<file path="src/rtl/priority_index_decoder_sequencer.sv">
// Generic FIFO: registered count, push gated by push_rdy, pop ignored when empty.
// Read data is the current head (combinational); push_rdy depends only on the registered count.
module pids_fifo #(
  parameter int W     = 3,
  parameter int DEPTH = 4
) (
  input  logic                       clk,
  input  logic                       reset,
  input  logic                       push_vld,
  output logic                       push_rdy,
  input  logic [W-1:0]               push_dat,
  input  logic                       pop_vld,
  output logic [W-1:0]               pop_dat,
  output logic [$clog2(DEPTH+1)-1:0] count
);
  localparam int PW = $clog2(DEPTH);
  localparam int CW = $clog2(DEPTH+1);
  localparam logic [CW-1:0] DEPTH_C = CW'(DEPTH);

  logic [W-1:0]  mem [DEPTH];
  logic [PW-1:0] wr_ptr;
  logic [PW-1:0] rd_ptr;
  logic          push;
  logic          pop;

  assign push_rdy = (count != DEPTH_C);
  assign push     = push_vld && push_rdy;
  assign pop      = pop_vld && (count != '0);
  assign pop_dat  = mem[rd_ptr];

  always_ff @(posedge clk) begin
    if (push) mem[wr_ptr] <= push_dat;
  end

  always_ff @(posedge clk or posedge reset) begin
    if (reset) begin
      wr_ptr <= '0;
      rd_ptr <= '0;
      count  <= '0;
    end else begin
      if (push) wr_ptr <= wr_ptr + 1'b1;
      if (pop)  rd_ptr <= rd_ptr + 1'b1;
      case ({push, pop})
        2'b10:   count <= count + 1'b1;
        2'b01:   count <= count - 1'b1;
        default: count <= count;
      endcase
    end
  end
endmodule

// Replays buffered encoder indices as one-hot pulses of HOLD_CYCLES cycles plus a one-cycle gap.
// First pulse appears one edge after the push into an idle block; in_ready drops only when the FIFO is full.
module priority_index_decoder_sequencer #(
  parameter int IDX_W       = 2,
  parameter int OUT_W       = 4,
  parameter int FIFO_DEPTH  = 4,
  parameter int HOLD_CYCLES = 2
) (
  input  logic                          clk,
  input  logic                          reset,
  input  logic                          in_valid,
  output logic                          in_ready,
  input  logic [IDX_W-1:0]              in_idx,
  input  logic                          in_none,
  output logic [OUT_W-1:0]              out_onehot,
  output logic                          out_valid,
  output logic [$clog2(FIFO_DEPTH)+1-1:0] fifo_count,
  output logic                          busy
);
  localparam int HC_W = $clog2(HOLD_CYCLES+1);
  localparam logic [HC_W-1:0] HOLD_LD = HC_W'(HOLD_CYCLES-1);

  typedef enum logic [1:0] {IDLE, DRIVE, GAP} state_t;

  state_t            state, state_nxt;
  logic [HC_W-1:0]   hold_cnt, hold_nxt;
  logic [OUT_W-1:0]  onehot_nxt;
  logic              valid_nxt;
  logic              pop_vld;
  logic              load;
  logic              clear;
  logic [IDX_W:0]    head_dat;
  logic [IDX_W-1:0]  head_idx;
  logic              head_none;

  // $clog2(D)+1 equals $clog2(D+1) for power-of-two depths.
  pids_fifo #(.W(IDX_W+1), .DEPTH(FIFO_DEPTH)) u_fifo (
    .clk      (clk),
    .reset    (reset),
    .push_vld (in_valid),
    .push_rdy (in_ready),
    .push_dat ({in_none, in_idx}),
    .pop_vld  (pop_vld),
    .pop_dat  (head_dat),
    .count    (fifo_count)
  );

  assign head_idx  = head_dat[IDX_W-1:0];
  assign head_none = head_dat[IDX_W];
  assign busy      = (state != IDLE) || (fifo_count != '0);

  always_ff @(posedge clk or posedge reset) begin
    if (reset) begin
      state      <= IDLE;
      hold_cnt   <= '0;
      out_onehot <= '0;
      out_valid  <= 1'b0;
    end else begin
      state      <= state_nxt;
      hold_cnt   <= hold_nxt;
      out_onehot <= onehot_nxt;
      out_valid  <= valid_nxt;
    end
  end

  always_comb begin
    state_nxt = state;
    hold_nxt  = hold_cnt;
    pop_vld   = 1'b0;
    load      = 1'b0;
    clear     = 1'b0;
    case (state)
      IDLE, GAP: begin
        if (fifo_count != '0) begin
          pop_vld   = 1'b1;
          load      = 1'b1;
          hold_nxt  = HOLD_LD;
          state_nxt = DRIVE;
        end else begin
          state_nxt = IDLE;
        end
      end
      DRIVE: begin
        if (hold_cnt != '0) begin
          hold_nxt = hold_cnt - 1'b1;
        end else begin
          clear     = 1'b1;
          state_nxt = GAP;
        end
      end
      default: state_nxt = IDLE;
    endcase
  end

  always_comb begin
    onehot_nxt = out_onehot;
    valid_nxt  = out_valid;
    if (load) begin
      onehot_nxt = head_none ? '0 : (OUT_W'(1) << head_idx);
      valid_nxt  = 1'b1;
    end else if (clear) begin
      onehot_nxt = '0;
      valid_nxt  = 1'b0;
    end
  end
endmodule
</file>
<file path="config.mk">
export PLATFORM = sky130hd
export DESIGN_NAME = priority_index_decoder_sequencer
export DESIGN_NICKNAME = d
export VERILOG_FILES = /design/src/rtl/priority_index_decoder_sequencer.sv
export SDC_FILE = /design/constraint.sdc
export NUM_CORES = 1
export LEC_CHECK = 0
export CAP_MARGIN = 15
export CORE_UTILIZATION = 48
export DETAILED_ROUTE_END_ITERATION = 8
export PLACE_DENSITY_LB_ADDON = 0.2
export SLEW_MARGIN = 15
export SYNTH_ARGS = -nofsm -noshare
export SYNTH_HDL_FRONTEND = slang
export SYNTH_SLANG_ARGS = --single-unit
</file>
<file path="constraint.sdc">
create_clock -name clk -period 2.35 [get_ports clk]
set_clock_uncertainty 0.15 [all_clocks]
set_input_delay 0.47 -clock clk [delete_from_list [all_inputs] [get_ports clk]]
set_output_delay 0.47 -clock clk [all_outputs]
set_load 0.03 [all_outputs]
</file>
-- Yosys cells after proc, flatten, opt, wreduce, memory -nomap -nowiden
Memories as Yosys holds them, arrays and structs flattened.
Index checks and enable logic that the tools add are counted.
- add/sub/neg operators: 5
- equality and inequality tests: 8
- shift-type cells: 1
- mux-type cells: 18
- reductions and logical operators: 12
- operators by type and width (operator ; number):
    $mux 4 ; 3
    $reduce_bool 2->1 ; 5
    $mux 1 ; 9
    $pmux 2 s2 ; 2
    $mux 2 ; 3
    $ne 2x2->1 const B ; 3
    $pmux 3 s2 ; 1
    $add 2x1->2 const B ; 2
    $eq 2x1->1 const B ; 2
    $eq 2x2->1 const B ; 2
    $shl 1x2->4 const A ; 1
    $add 3x1->3 const B ; 1
    $ne 3x3->1 const B ; 1
    $reduce_and 3->1 ; 1
    $reduce_bool 3->1 ; 1
    $sub 3x1->3 const B ; 1
    $logic_and 1x1->1 ; 2
    $logic_not 2->1 ; 1
    $reduce_or 2->1 ; 1
    $sub 2x1->2 const B ; 1
    $logic_or 1x1->1 ; 1
- flip-flop bits (word level): 16
- bits in writable memories: 12
- input bits: 6
- output and inout bits: 10
- memories kept: 1
- memory list (name ; depth ; bits a word ; rd ports ; clocked after memory_dff ; write ports ; RTL line ; text):
    u_fifo.mem ; 4 ; 3 ; 1 ; 0 ; 1 ; 20 ; logic [W-1:0] mem [DEPTH];

-- Logic depth before layout (Yosys ltp)
Gate-level depths: netlist of the first run.
- word-level depth: 6
- depth in mapped cells: 9
- depth with buffers taken out: 9

-- Modules after synthesis
Synthesis of the first run repeated with hierarchy kept, for this count alone.
- cells, all modules: 97
- area total of the unflattened synthesis: 1321.3 µm²
- by module, submodules not included (module ; instances ; cells each ; area each (µm²)):
    pids_fifo ; 1 ; 53 ; 860.8
    priority_index_decoder_sequencer ; 1 ; 44 ; 460.4

-- Least setup slack after synthesis of the first run
Ideal clock, no wire load.
- path type: register to register
- start: register u_fifo.count[0]
- end: register u_fifo.count[2]
- setup time: 0.081 ns
- data arrival time: 2.399 ns
- data required time: 2.119 ns
- path slack: -0.279 ns
- cell stages (with the launch flop): 10
- buffers on the path: 0
- path through: dfrtp_1 or3b_1 and2_1 inv_1 ha_1 inv_1 fa_1 xor2_1 nor2_1 xor2_1
- elaborated cells between the ends (all ways): 12
- RTL lines (what ; RTL line ; text):
    start, declared ; 14 ; output logic [$clog2(DEPTH+1)-1:0] count
    start signal, assigned ; 44 ; 2'b10: count <= count + 1'b1;
    start signal, assigned ; 45 ; 2'b01: count <= count - 1'b1;
    start signal, assigned ; 46 ; default: count <= count;
    $ne 3x3->1 * ; 26 ; assign push_rdy = (count != DEPTH_C);
    net in_ready ; 63 ; output logic in_ready,
    $logic_and 1x1->1 * ; 27 ; assign push = push_vld && push_rdy;
    $eq 2x1->1 / $eq 2x2->1 (equally long branches) ; 43 ; case ({push, pop})
    $pmux 3 s2 / $reduce_bool 2->1 (equally long branches) ; - ;
Mark *: on every way through the listed nets, which the timed path passes. The rest lies on a longest branch.
A chain may end at the register's enable or synchronous reset.

-- Final worst setup path of the first run
- start: register u_fifo.count[1]
- end: register u_fifo.count[2]
- longest elaborated chain between the ends: 6
- elaborated cells between the ends (all ways): 12
- RTL lines (what ; RTL line ; text):
    $reduce_bool 3->1 ; 28, 125 ;
    $mux 1 ; 125 ; if (fifo_count != '0) begin
    $mux 1 ; 123 ; case (state)
    $logic_and 1x1->1 ; 28 ; assign pop = pop_vld && (count != '0);
    $eq 2x1->1 / $eq 2x2->1 (equally long branches) ; 43 ;
    $pmux 3 s2 / $reduce_bool 2->1 (equally long branches) ; - ;
Several ways; a longest one is shown, not always the timed one.

==> results.md, run 1 <==
- Status: complete, no violations
- RSZ-0062 raised after global routing: no
- Dominant cells by area after synthesis: dfrtp_1, edfxtp_1, ha_1
- Post-Syn Area: 1250 um2
- Worst EP arrival: 2.36 ns
- Leak pwr: 0.643 nW
- FF-to-FF path depth: 9
- CP max stage cell: dfrtp_2
- Post-synth top area share: 32.0%
- Max FO, Critical Path: 6
- Setup WS post-layout: 0.0874 ns
- Clk_lat worst skew: 0.31 ns
- Routed len/inst: 13.7 um
- Clock buffer depth: 2
- Routed WL: 1910 um
- Initial antenna violation count: 0
- Relative slew margins: 59.5%
- Met3 Usage GRT: 3.45%
- Vias in the first global route: 701
- Min-delay worst type: input pin to async pin
- Clk slew on worst S/H paths: 0.14 ns
- DRC marker count from the first detailed-route iteration: 8
- First-pass GRT wire length: 3100 um
- # nets final: 124
- Seq cells post-synth: 28
- Dpl hpwl: 1500 um
- Met1 usage: 18.9%
- MaxCap Viol Count: 0
- Total GRT Usage: 16.3%
- Die area: 2820 um2
- Gr busiest metal: met2
- Crit share post-route: 96.3%
- Drt pass-1 iters: 4
- Met2 GRT Util: 28.9%
- IO Pins: 16
- Clock net sink count: 28
- R2r endpoint: u_fifo.count[2]$_DFFE_PP0P_
- Instance count of the mapped netlist: 88
- Cell variety after synth: 29
- CP Launch Point: u_fifo.count[1]$_DFFE_PP0P_
- Share of cells above drive strength 1: 21.8%
- Mean Syn Cell Area: 14.2 um2
- Post-CTS Hold Buffers: 0
- Die Y: 53.1 um
- Total global routing overflow: 0
- Drt drc: 0
- Post-route minimum period: 2.26 ns
- Critical path class: flip-flop to flip-flop
- Synth Warn #: 0
- Hold Vio Cnt, Final: 0
- CP Launch Type: flip-flop
- Final Hold Slack: 0.349 ns
- Final cell count without fillers: 140
- Starting Density: 50.6%
- Top delay family on crit path: simple AND/OR/NAND/NOR gates
- Max VDD drop: 921 uV
- Yosys top cell by area: dfrtp_1
- Fin. max-slew vios: 0
- WP data required: 2.45 ns
- Actual slew at the worst max-slew pin: 0.606 ns
- Place WS: 0.0529 ns
- Core Util, Final: 61.7%
- Clock root buffer: clkbuf_4
- Post-route ant nets: 0
- R2r setup slk: 0.09 ns
- DIE WIDTH: 53.1 um
- Critical path cell sequence: or3b_4 -> and2_4 -> inv_2 -> ha_4 -> inv_2 -> fa_2 -> xor2_1 -> nor2_1 -> xor2_1
- Pwr per Cell Area: 1340 nW/um2
- Row cnt: 18
- Core area: 2480 um2
- Post-Place Cells: 136
- H-Tree Depth: 1
- ANT cells: 0
- Final Setup Violations: 0
- Register area share after synthesis: 60.7%
- Avg Vias per Cell: 5.17
- Post_cts resized: 4
- Buffers on Ports: 15
- Largest net degree at the start of global routing: 17
- Vias: 724
- Mapped Nets: 101
- Commonest cells after routing, fill and taps aside: dfrtp_1, clkdlybuf4s50_1, edfxtp_1
- RR Startpoint: u_fifo.count[1]$_DFFE_PP0P_
- Achievable Freq: 442 MHz
- GP Congestion: 0.674
- Crit-path max cell delay: 0.46 ns
- Setup Buffers After CTS: 0
- CP endpoint kind: flip-flop
- CTS buffer count: 3
- P&R area growth vs syn: 22.1%
- Buf/Inv on CP: 2
- CTS tree: yes
Yosys cell counts (all sizes together):
cell type,instances
dfrtp,16
edfxtp,12
inv,11
ha,6
nand2,5
and3,4
mux4,3
o22ai,3
or3,3
xnor2,3
xor2,3
mux2,2
nand3,2
nor2,2
o32ai,2
or3b,2
a21o,1
and2,1
buf,1
fa,1
mux2i,1
nand2b,1
nand3b,1
nor3,1
o21ai,1
registers in the layout (all words and copies together), names as in the netlist:
name           cells
out_valid          1
u_fifo.wr_ptr      2
state              2
hold_cnt           2
u_fifo.mem        12
u_fifo.count       3
u_fifo.rd_ptr      2
out_onehot         4
layout make-up:
class / count / area, um2
fill: 210 / 948
sequential: 28 / 764
multi-input combinational: 48 / 459
timing repair buffer: 19 / 174
inverter: 11 / 41.3
tap: 30 / 37.5
clock inverter: 1 / 30.0
clock buffer: 3 / 22.5
metrics by stage:
step / cell area, um2 / setup TNS, ns / total power [mW]
floorplan: 1280 / 0 / 1.49
global placement: 1480 / 0 / 1.75
detailed placement: 1480 / 0 / 1.79
CTS: 1540 / -0.0123 / 2.09
global route: 1530 / 0 / 2.22
finish: 1530 / 0 / 2.05
layer usage:
layer	vias to the layer above	wire, um
met5	-	0
met4	0	19
met3	2	55
met2	11	1000
met1	354	834
li1	357	-
worst max path at each step:
stage | slack, ns | to | cells after the start
after floorplan | 0.03 | u_fifo.count[2]$_DFFE_PP0P_ | 9
after global placement | 0.06 | busy | 3
after detailed placement | 0.05 | busy | 3
after CTS | -0.01 | busy | 3
after global routing | 0.009 | u_fifo.count[2]$_DFFE_PP0P_ | 9
final | 0.09 | u_fifo.count[2]$_DFFE_PP0P_ | 9
power breakdown:
part           switching (mW)  internal, mW  total, mW
Combinational           0.481         0.462      0.943
Sequential              0.119         0.684      0.803
Clock                   0.135         0.172      0.308
Total                   0.735          1.32       2.05
cells by family after synthesis:
group	count (synthesis)	synth area share, %
AOI/OAI and AO/OA	7	4.50
xor gates and xnor gates	6	4.20
adders and majority gates	7	7.59
buffers and inverters	12	4.20
DFF	28	60.7
muxes	6	8.59
and+or+nand+nor	22	10.2
Note: power is estimated with default switching activity, not from simulation.
==> run 2: changes to the inputs <==
CORE_UTILIZATION = 53   (was 48)
clock period = 2.4 ns   (was 2.35 ns; I/O delays follow)
==> run 2 against run 1 <==
Critical path depth unchanged; die area shrank 9.1%; register-to-register slack worse by 0.04 ns; wire length shrank 1.1%; non-clock buffer count grew 1; global-route usage is 1.5 points higher; critical path type unchanged.
==> results.md, run 2 (synthesis results as in run 1) <==
- Top flop regs: u_fifo.mem (12), out_onehot (4), u_fifo.count (3)
- Largest net degree at the start of global routing: 17 (unchanged)
- Achievable Freq: 425 MHz (-3.7%)
- CTS tree: yes
- Max FO, Critical Path: 4 (-2)
- Core area: 2210 um2 (-11%)
- Dpl hpwl: 1490 um (-0.28%)
- Row cnt: 17 (-1)
- Buffers on Ports: 15 (unchanged)
- MaxCap Viol Count: 0 (unchanged)
- Clock net sink count: 28 (unchanged)
- Number of fill cells: 169 (-20%)
- Actual slew at the worst max-slew pin: 0.620 ns (+0.0133 ns)
- Clock root buffer: clkbuf_4
- Routed len/inst: 13.6 um (-0.39%)
- DIE WIDTH: 50.6 um (-4.7%)
- ANT cells: 0 (unchanged)
- Fin. max-slew vios: 0 (unchanged)
- Place WS: -0.0217 ns (-0.0746 ns)
- Drt drc: 0 (unchanged)
- Critical path cell sequence: or3b_4 -> and2_4 -> inv_1 -> ha_2 -> inv_1 -> fa_2 -> xor2_1 -> nor2_1 -> xor2_1
- FF-to-FF path depth: 9 (unchanged)
- Clk slew on worst S/H paths: 0.14 ns (about the same)
- Multi-input logic area: 452 um2 (-1.6%)
- WP data required: 2.50 ns (+0.05 ns)
- Post-route minimum period: 2.35 ns (+0.0879 ns)
- Crit share post-route: 97.9% (+1.7 points)
- Die Y: 50.6 um (-4.7%)
- # nets final: 125 (+0.81%)
- CP max stage cell: dfrtp_2
- Pwr per Cell Area: 1310 nW/um2 (-2.3%)
- Max VDD drop: 891 uV (-3.3%)
- Total GRT Usage: 17.8% (+1.5 points)
- Vias: 746 (+3.0%)
- Critical path class: flip-flop to flip-flop
- Vias in the first global route: 800 (+14%)
- IO Pins: 16 (unchanged)
- First-pass GRT wire length: 3380 um (+9.1%)
- P&R area growth vs syn: 21.9%
- Post-Route Setup TNS: 0 ns (unchanged)
- Max reg flops: 12 (unchanged)
- Clock buffer depth: 2 (unchanged)
- Largest register by flop count: u_fifo.mem
- Drt pass-1 iters: 4 (unchanged)
- Hold Vio Cnt, Final: 0 (unchanged)
- Worst EP arrival: 2.45 ns (+0.09 ns)
- CP endpoint kind: flip-flop
- Commonest cells after routing, fill and taps aside: dfrtp_1, clkdlybuf4s50_1, edfxtp_1
- Status: complete, no violations
- Routed WL: 1890 um (-1.1%)
- CP Launch Type: flip-flop
- Crit-path max cell delay: 0.46 ns (about the same)
- CTS buffer count: 3 (unchanged)
- DRC marker count from the first detailed-route iteration: 5 (-3)
- H-Tree Depth: 1 (unchanged)
- Overall power: 2.00 mW (-2.4%)
- Total global routing overflow: 0 (unchanged)
- GP Congestion: 0.720 (+6.9%)
- Die area: 2560 um2 (-9.1%)
- Initial antenna violation count: 0 (unchanged)
- Final Hold Slack: 0.361 ns (+0.0116 ns)
- Leak pwr: 0.647 nW (+0.52%)
- Share of cells above drive strength 1: 21.6% (-0.20 points)
- Relative slew margins: 58.7% (-0.88 points)
- Core Util, Final: 69.0% (+7.3 points)
- Post-route ant nets: 0 (unchanged)
- Storage element area: 764 um2 (unchanged)
- Min-delay worst type: input pin to async pin
- Avg Vias per Cell: 5.37 (+3.8%)
- Clk_lat worst skew: 0.32 ns (about the same)
- Final Setup Violations: 0 (unchanged)
- Starting Density: 56.6% (+6.1 points)
- Setup WS post-layout: 0.0495 ns (-0.0379 ns)
## run 2: power breakdown
| part | internal (mW) | switching (mW) | leakage, nW |
|---|---|---|---|
| Combinational | 0.439 | 0.481 | 0.317 |
| Clock | 0.169 | 0.131 | 0.0279 |
| Sequential | 0.670 | 0.114 | 0.301 |
## run 2: critical path, delay by kind of cell, from the launching register on
| kind | cells | cell delay [ns] |
|---|---|---|
| adder cells (fa/ha/maj) | 2 | 0.50 |
| AND/OR/NAND/NOR | 3 | 0.71 |
| buffers and inverters | 2 | 0.11 |
| XOR/XNOR | 2 | 0.34 |
| flip-flops | 1 | 0.46 |
## run 2: timing repair
item	4_1_cts	5_1_grt
endpoints found under the hold margin	0	0
resized for setup	5	4
buffers inserted	0	1
setup endpoints to repair	3	2
pin swaps	0	2
hold buffers	0	0
## run 2: routing by layer
layer,up-vias,routed length [um],GRT usage (%)
met1,372,824,20.8
met2,13,984,32.4
met3,2,65,3.64
met5,-,0,0
li1,359,-,-
met4,0,16,5.56
## run 2: cell type report
type	instances	area share, %
Clock inverter	1	1.97
Timing Repair Buffer	20	11.9
Sequential cell	28	50.1
Multi-Input combinational cell	48	29.6
Tap cell	28	2.30
Clock buffer	3	1.48
Inverter	11	2.70
## run 2: path summary, 6_finish.rpt
kind	startpoint	slack, ns	endpoint
worst max-delay path	u_fifo.count[0]$_DFFE_PP0P_	0.05	u_fifo.count[2]$_DFFE_PP0P_
worst min-delay path	reset	0.36	u_fifo.wr_ptr[1]$_DFFE_PP0P_
worst max register to register	u_fifo.count[0]$_DFFE_PP0P_	0.05	u_fifo.count[2]$_DFFE_PP0P_
worst min register to register	out_valid$_DFFE_PP0P_	0.36	out_valid$_DFFE_PP0P_
max in group asynchronous	reset	1.31	u_fifo.count[1]$_DFFE_PP0P_
min in group clk	out_valid$_DFFE_PP0P_	0.36	out_valid$_DFFE_PP0P_
## run 2: metrics by stage
stage	cells	area, um2
after floorplan	88	1260
after global placement	134	1470
after detailed placement	134	1470
after CTS	138	1520
after global routing	139	1530
final	139	1530
==> RTL edit 1 (settings of run 1) <==
The 3 states of `state_t` get a one-hot encoding in 3 bits.
--- a/src/rtl/priority_index_decoder_sequencer.sv
+++ b/src/rtl/priority_index_decoder_sequencer.sv
@@ -72,5 +72,5 @@
   localparam logic [HC_W-1:0] HOLD_LD = HC_W'(HOLD_CYCLES-1);
 
-  typedef enum logic [1:0] {IDLE, DRIVE, GAP} state_t;
+  typedef enum logic [2:0] {IDLE = 3'b001, DRIVE = 3'b010, GAP = 3'b100} state_t;
 
   state_t            state, state_nxt;
Function: same outputs for any inputs over 10 cycles, from zero or initial values and one cycle with reset high; not proved beyond that.
==> RTL edit 1 against run 1 <==
Sequential cell count is 1 higher; die area is 4.6% higher; largest cell class unchanged; routed wire length is 13% higher; critical path depth is 1 lower; worst setup slack better by 0.038 ns; critical path type unchanged; global-route usage is 1.7 points higher; synthesized area is 4.8% higher; power is 11% higher; non-clock buffer count is 3 higher; critical endpoint unchanged; cell area is 7.0% higher; combinational power is 18% higher; sequential power is 7.5% higher.
==> RTL edit 1: results (changes against run 1) <==
Status
  – Outcome: finished clean

Drt
  – Number of design-rule violations left by the first detailed-router iteration: 13 (+5)
  – Via-to-Cell Ratio: 5.22 (+1.0%)
  – Detailed-route wire length: 2160 um (+13%)

Logic synthesis
  – Number of instances in the synthesized netlist: 89 (+1.1%)
  – Largest cells by area after synthesis: sky130_fd_sc_hd__dfrtp_1 31%, sky130_fd_sc_hd__edfxtp_1 27%, sky130_fd_sc_hd__ha_1 5.7%
  – Post-synthesis share of cell area spent on xor and xnor gates: 0.0534 (+0.0114)
  – Post-synthesis compound-gate area fraction: 0.0486 (+0.00366)
  – Post-synthesis sequential area ratio: 0.600 (-0.00777)
  – Mux share of post-synthesis cell area: 0.0801 (-0.00584)
  – Netlist cell types: 32 (+10%)
  – Post-Synth Adder-Cell Area: 0.0724 (-0.00347)
  – Commonest cells in the synthesized netlist: 16 x sky130_fd_sc_hd__dfrtp_1, 12 x sky130_fd_sc_hd__edfxtp_1, 9 x sky130_fd_sc_hd__inv_1
  – Area share of the leading cell type in the synthesized netlist: 0.305 (-0.0146)
  – Asr flop ratio synth: 0.586 (+0.0148)
  – Net count of the mapped netlist: 102 (+0.99%)

Layout
  – NumNets Final: 130 (+4.8%)
  – Cell Count, Final, Fillers Out: 148 (+5.7%)
  – Final core utilization: 0.649 (+0.0316)
  – Leading registers by flop count: u_fifo.mem (12), out_onehot (4)

Placement
  – Worst slack after detailed placement: -0.0476 ns (-0.100 ns)
  – Routability-driven placement congestion ratio: 0.759 (+13%)
  – Total instance count after detailed placement: 138 (+1.5%)
  – HPWL after detailed placement: 1580 um (+5.7%)

Clock tree
  – Deepest level of the CTS H-tree: 2 (+1)
  – Cts bufs inserted: 5 (+2)
  – Clock latency of the later-clocked register in the worst-skew pair: 0.31 ns (about the same)
  – Clock-pin transition on the worst setup and hold timing paths: 0.09 ns (-0.05 ns)

Global route
  – Largest net degree at the start of global routing: 18 (+1)
  – Number of global-route vias before repair: 737 (+5.1%)
  – Global-route wire length before repair: 3430 um (+11%)
  – All-Layer GR Usage: 0.180 (+0.0174)

Critical path
  – Delay of the slowest cell on the worst path: 0.44 ns (-0.02 ns)
  – CP Max Fanout: 4 (-2)

Power
  – Maximum resistive drop on vdd: 1.18 mV (+29%)
  – Leakage: 0.000682 uW (+6.0%)

STA
  – Pin slew with the least headroom to its limit: 0.686 ns (+0.0793 ns)

Min path
  – Path category of the worst min-delay check: register to register
==> RTL edit 1: cell families after synthesis <==
logic type / Yosys count
xor gates and xnor gates: 8
DFF: 29
muxes: 6
adders and majority gates: 7
AOI/OAI and AO/OA: 8
and+or+nand+nor: 21
buffers and inverters: 10
==> RTL edit 1: where the power goes <==
part	total, uW	switching (uW)	internal, uW
Combinational	1110	539	566
Clock	307	159	148
Sequential	863	149	714
==> RTL edit 1: metal layers <==
metal	wire (um)	up-vias	global-route usage
met5	0	-	0
met4	12	0	0.103
met3	76	2	0.0667
met2	1070	13	0.276
met1	1000	382	0.218
li1	-	376	-
==> RTL edit 1: worst paths after layout <==
check	from	end	slack, ns	cells after the start
worst max-delay path	u_fifo.count[0]	u_fifo.count[2]	0.13	8
worst min-delay path	out_onehot[3]	out_onehot[3]	0.36	1
worst max register to register	u_fifo.count[0]	u_fifo.count[2]	0.13	8
worst min register to register	out_onehot[3]	out_onehot[3]	0.36	1
max in group asynchronous	reset	u_fifo.count[0]	1.17	2
min in group asynchronous	reset	u_fifo.rd_ptr[0]	0.40	2
==> RTL edit 1: what timing repair did <==
| item | 4_1_cts | 5_1_grt |
|---|---|---|
| hold buffers | 0 | 0 |
| gates cloned | 0 | 0 |
| pin swaps | 0 | 2 |
| endpoints found under the setup margin | 2 | 3 |
| gates resized for setup | 2 | 4 |
| setup buffers | 0 | 2 |
==> RTL edit 1: layout make-up <==
| cell class | instances | area, um2 | area share |
|---|---|---|---|
| Sequential cell | 29 | 791 | 0.483 |
| Multi-Input combinational cell | 50 | 515 | 0.315 |
| Timing Repair Buffer | 22 | 200 | 0.122 |
| Clock buffer | 8 | 58.8 | 0.0359 |
| Tap cell | 30 | 37.5 | 0.0229 |
| Inverter | 9 | 33.8 | 0.0206 |
==> RTL edit 1: metrics by stage <==
step	setup TNS, ns	instance area, um2	total power (uW)	hold WS, ns
floorplan	0	1330	1620	0.245
global placement	0	1540	1900	0.324
detailed placement	-0.0476	1540	1940	0.345
CTS	0	1600	2240	0.363
global route	-0.0139	1640	2440	0.376
finish	0	1640	2280	0.361
==> RTL edit 2 (flow settings as in run 1) <==
Made on the original files. Change the parameter `FIFO_DEPTH` from 4 to 8.
--- a/src/rtl/priority_index_decoder_sequencer.sv
+++ b/src/rtl/priority_index_decoder_sequencer.sv
@@ -55,5 +55,5 @@
   parameter int IDX_W       = 2,
   parameter int OUT_W       = 4,
-  parameter int FIFO_DEPTH  = 4,
+  parameter int FIFO_DEPTH  = 8,
   parameter int HOLD_CYCLES = 2
 ) (
Interface: changed (resized fifo_count); port bits go from 16 to 17. No check against the original RTL was run, so the function may have changed too.
==> RTL edit 2 against run 1 <==
Routed wire length increased by 63%; power increased by 51%; cell area increased by 52%; sequential share of layout area increased by 1.5 points; synthesized area increased by 51%; worst setup slack improved by 0.020 ns; hold slack got worse by 0.072 ns; sequential cell count increased by 15; first-iteration DRC count increased to 4.5 times the old value; cell count increased by 48%; largest cell class unchanged.
==> RTL edit 2: results (changes against run 1) <==
Logic synthesis
  – Post-synthesis compound-gate area fraction: 0.0451 (+0.000168)
  – Largest cells by area after synthesis: sky130_fd_sc_hd__edfxtp_1 38%, sky130_fd_sc_hd__dfrtp_1 25%, sky130_fd_sc_hd__mux4_2 4.8%
  – Post-synthesis sequential area ratio: 0.634 (+0.0270)
  – Post-Synth Adder-Cell Area: 0.0398 (-0.0361)
  – EDFF count, synth: 24 (+12)
  – Asr flop ratio synth: 0.442 (-0.130)
  – Netlist cell types: 33 (+14%)
  – Net count of the mapped netlist: 141 (+40%)
  – Number of instances in the synthesized netlist: 129 (+47%)
  – Commonest register cell after synthesis: sky130_fd_sc_hd__edfxtp_1

Critical path
  – CP Max Fanout: 8 (+2)
  – Delay of the slowest cell on the worst path: 0.43 ns (-0.03 ns)
  – Worst setup path end: in_ready
  – Number of logic stages on the critical path including buffering: 4 (-5)
  – Arrival time of data at the critical path endpoint: 1.62 ns (-0.74 ns)
  – Number of cells on the worst reg-to-reg path: 11 (+2)

Placement
  – Number of buffer cells added on primary ports: 16 (+1)
  – Routability-driven placement congestion ratio: 0.718 (+6.5%)
  – Cell area reported after detailed placement: 0.00221 mm2 (+49%)

Status
  – Outcome: finished clean

Layout
  – Sequential cell count of the final layout: 43 (+54%)
  – Number of inserted filler cells in the final layout: 283 (+35%)
  – Layout multi-input combinational cell count: 76 (+58%)
  – Inverters excl. clock: 5 (-6)
  – Area taken by flip-flops and latches: 0.00120 mm2 (+57%)
  – Cell Count, Final, Fillers Out: 207 (+48%)
  – Bufs w/o clock: 27 (+8)
  – Final-layout non-clock buffer area share: 0.105 (-0.00874)

Drt
  – Number of design-rule violations left by the first detailed-router iteration: 36 (+28)

Power
  – Internal: 1990 uW (+51%)
  – Leakage: 0.000887 uW (+38%)

Clock tree
  – Cts bufs inserted: 5 (+2)
  – Clock-pin transition on the worst setup and hold timing paths: 0.07 ns (-0.07 ns)
  – Clock latency of the later-clocked register in the worst-skew pair: 0.29 ns (-0.02 ns)

Global route
  – Number of global-route vias before repair: 1136 (+62%)
## RTL edit 2: timing repair
action,CTS,global route
gates resized for setup,2,3
hold endpoints to repair,0,0
setup buffers,0,0
endpoints found under the setup margin,2,3
## RTL edit 2: routing by layer
metal / vias up / track usage / wire length [um]
met1: 545 / 0.201 / 1360
met4: 0 / 0.100 / 71
met5: - / 0 / 0
li1: 538 / - / -
met3: 7 / 0.0581 / 114
met2: 19 / 0.301 / 1580
## RTL edit 2: stage by stage
| stage | TNS (ns) | total power, uW | util | hold slack [ns] | worst slack [ns] |
|---|---|---|---|---|---|
| finish | 0 | 3110 | 0.625 | 0.277 | 0.107 |
| global route | -0.0574 | 3320 | 0.625 | 0.307 | -0.0325 |
| floorplan | -0.0126 | 2210 | - | 0.271 | -0.0126 |
| detailed placement | -0.0382 | 2580 | 0.594 | 0.337 | -0.0382 |
| global placement | 0 | 2500 | 0.594 | 0.326 | 0.0618 |
| CTS | 0 | 3130 | 0.622 | 0.285 | 0.0341 |
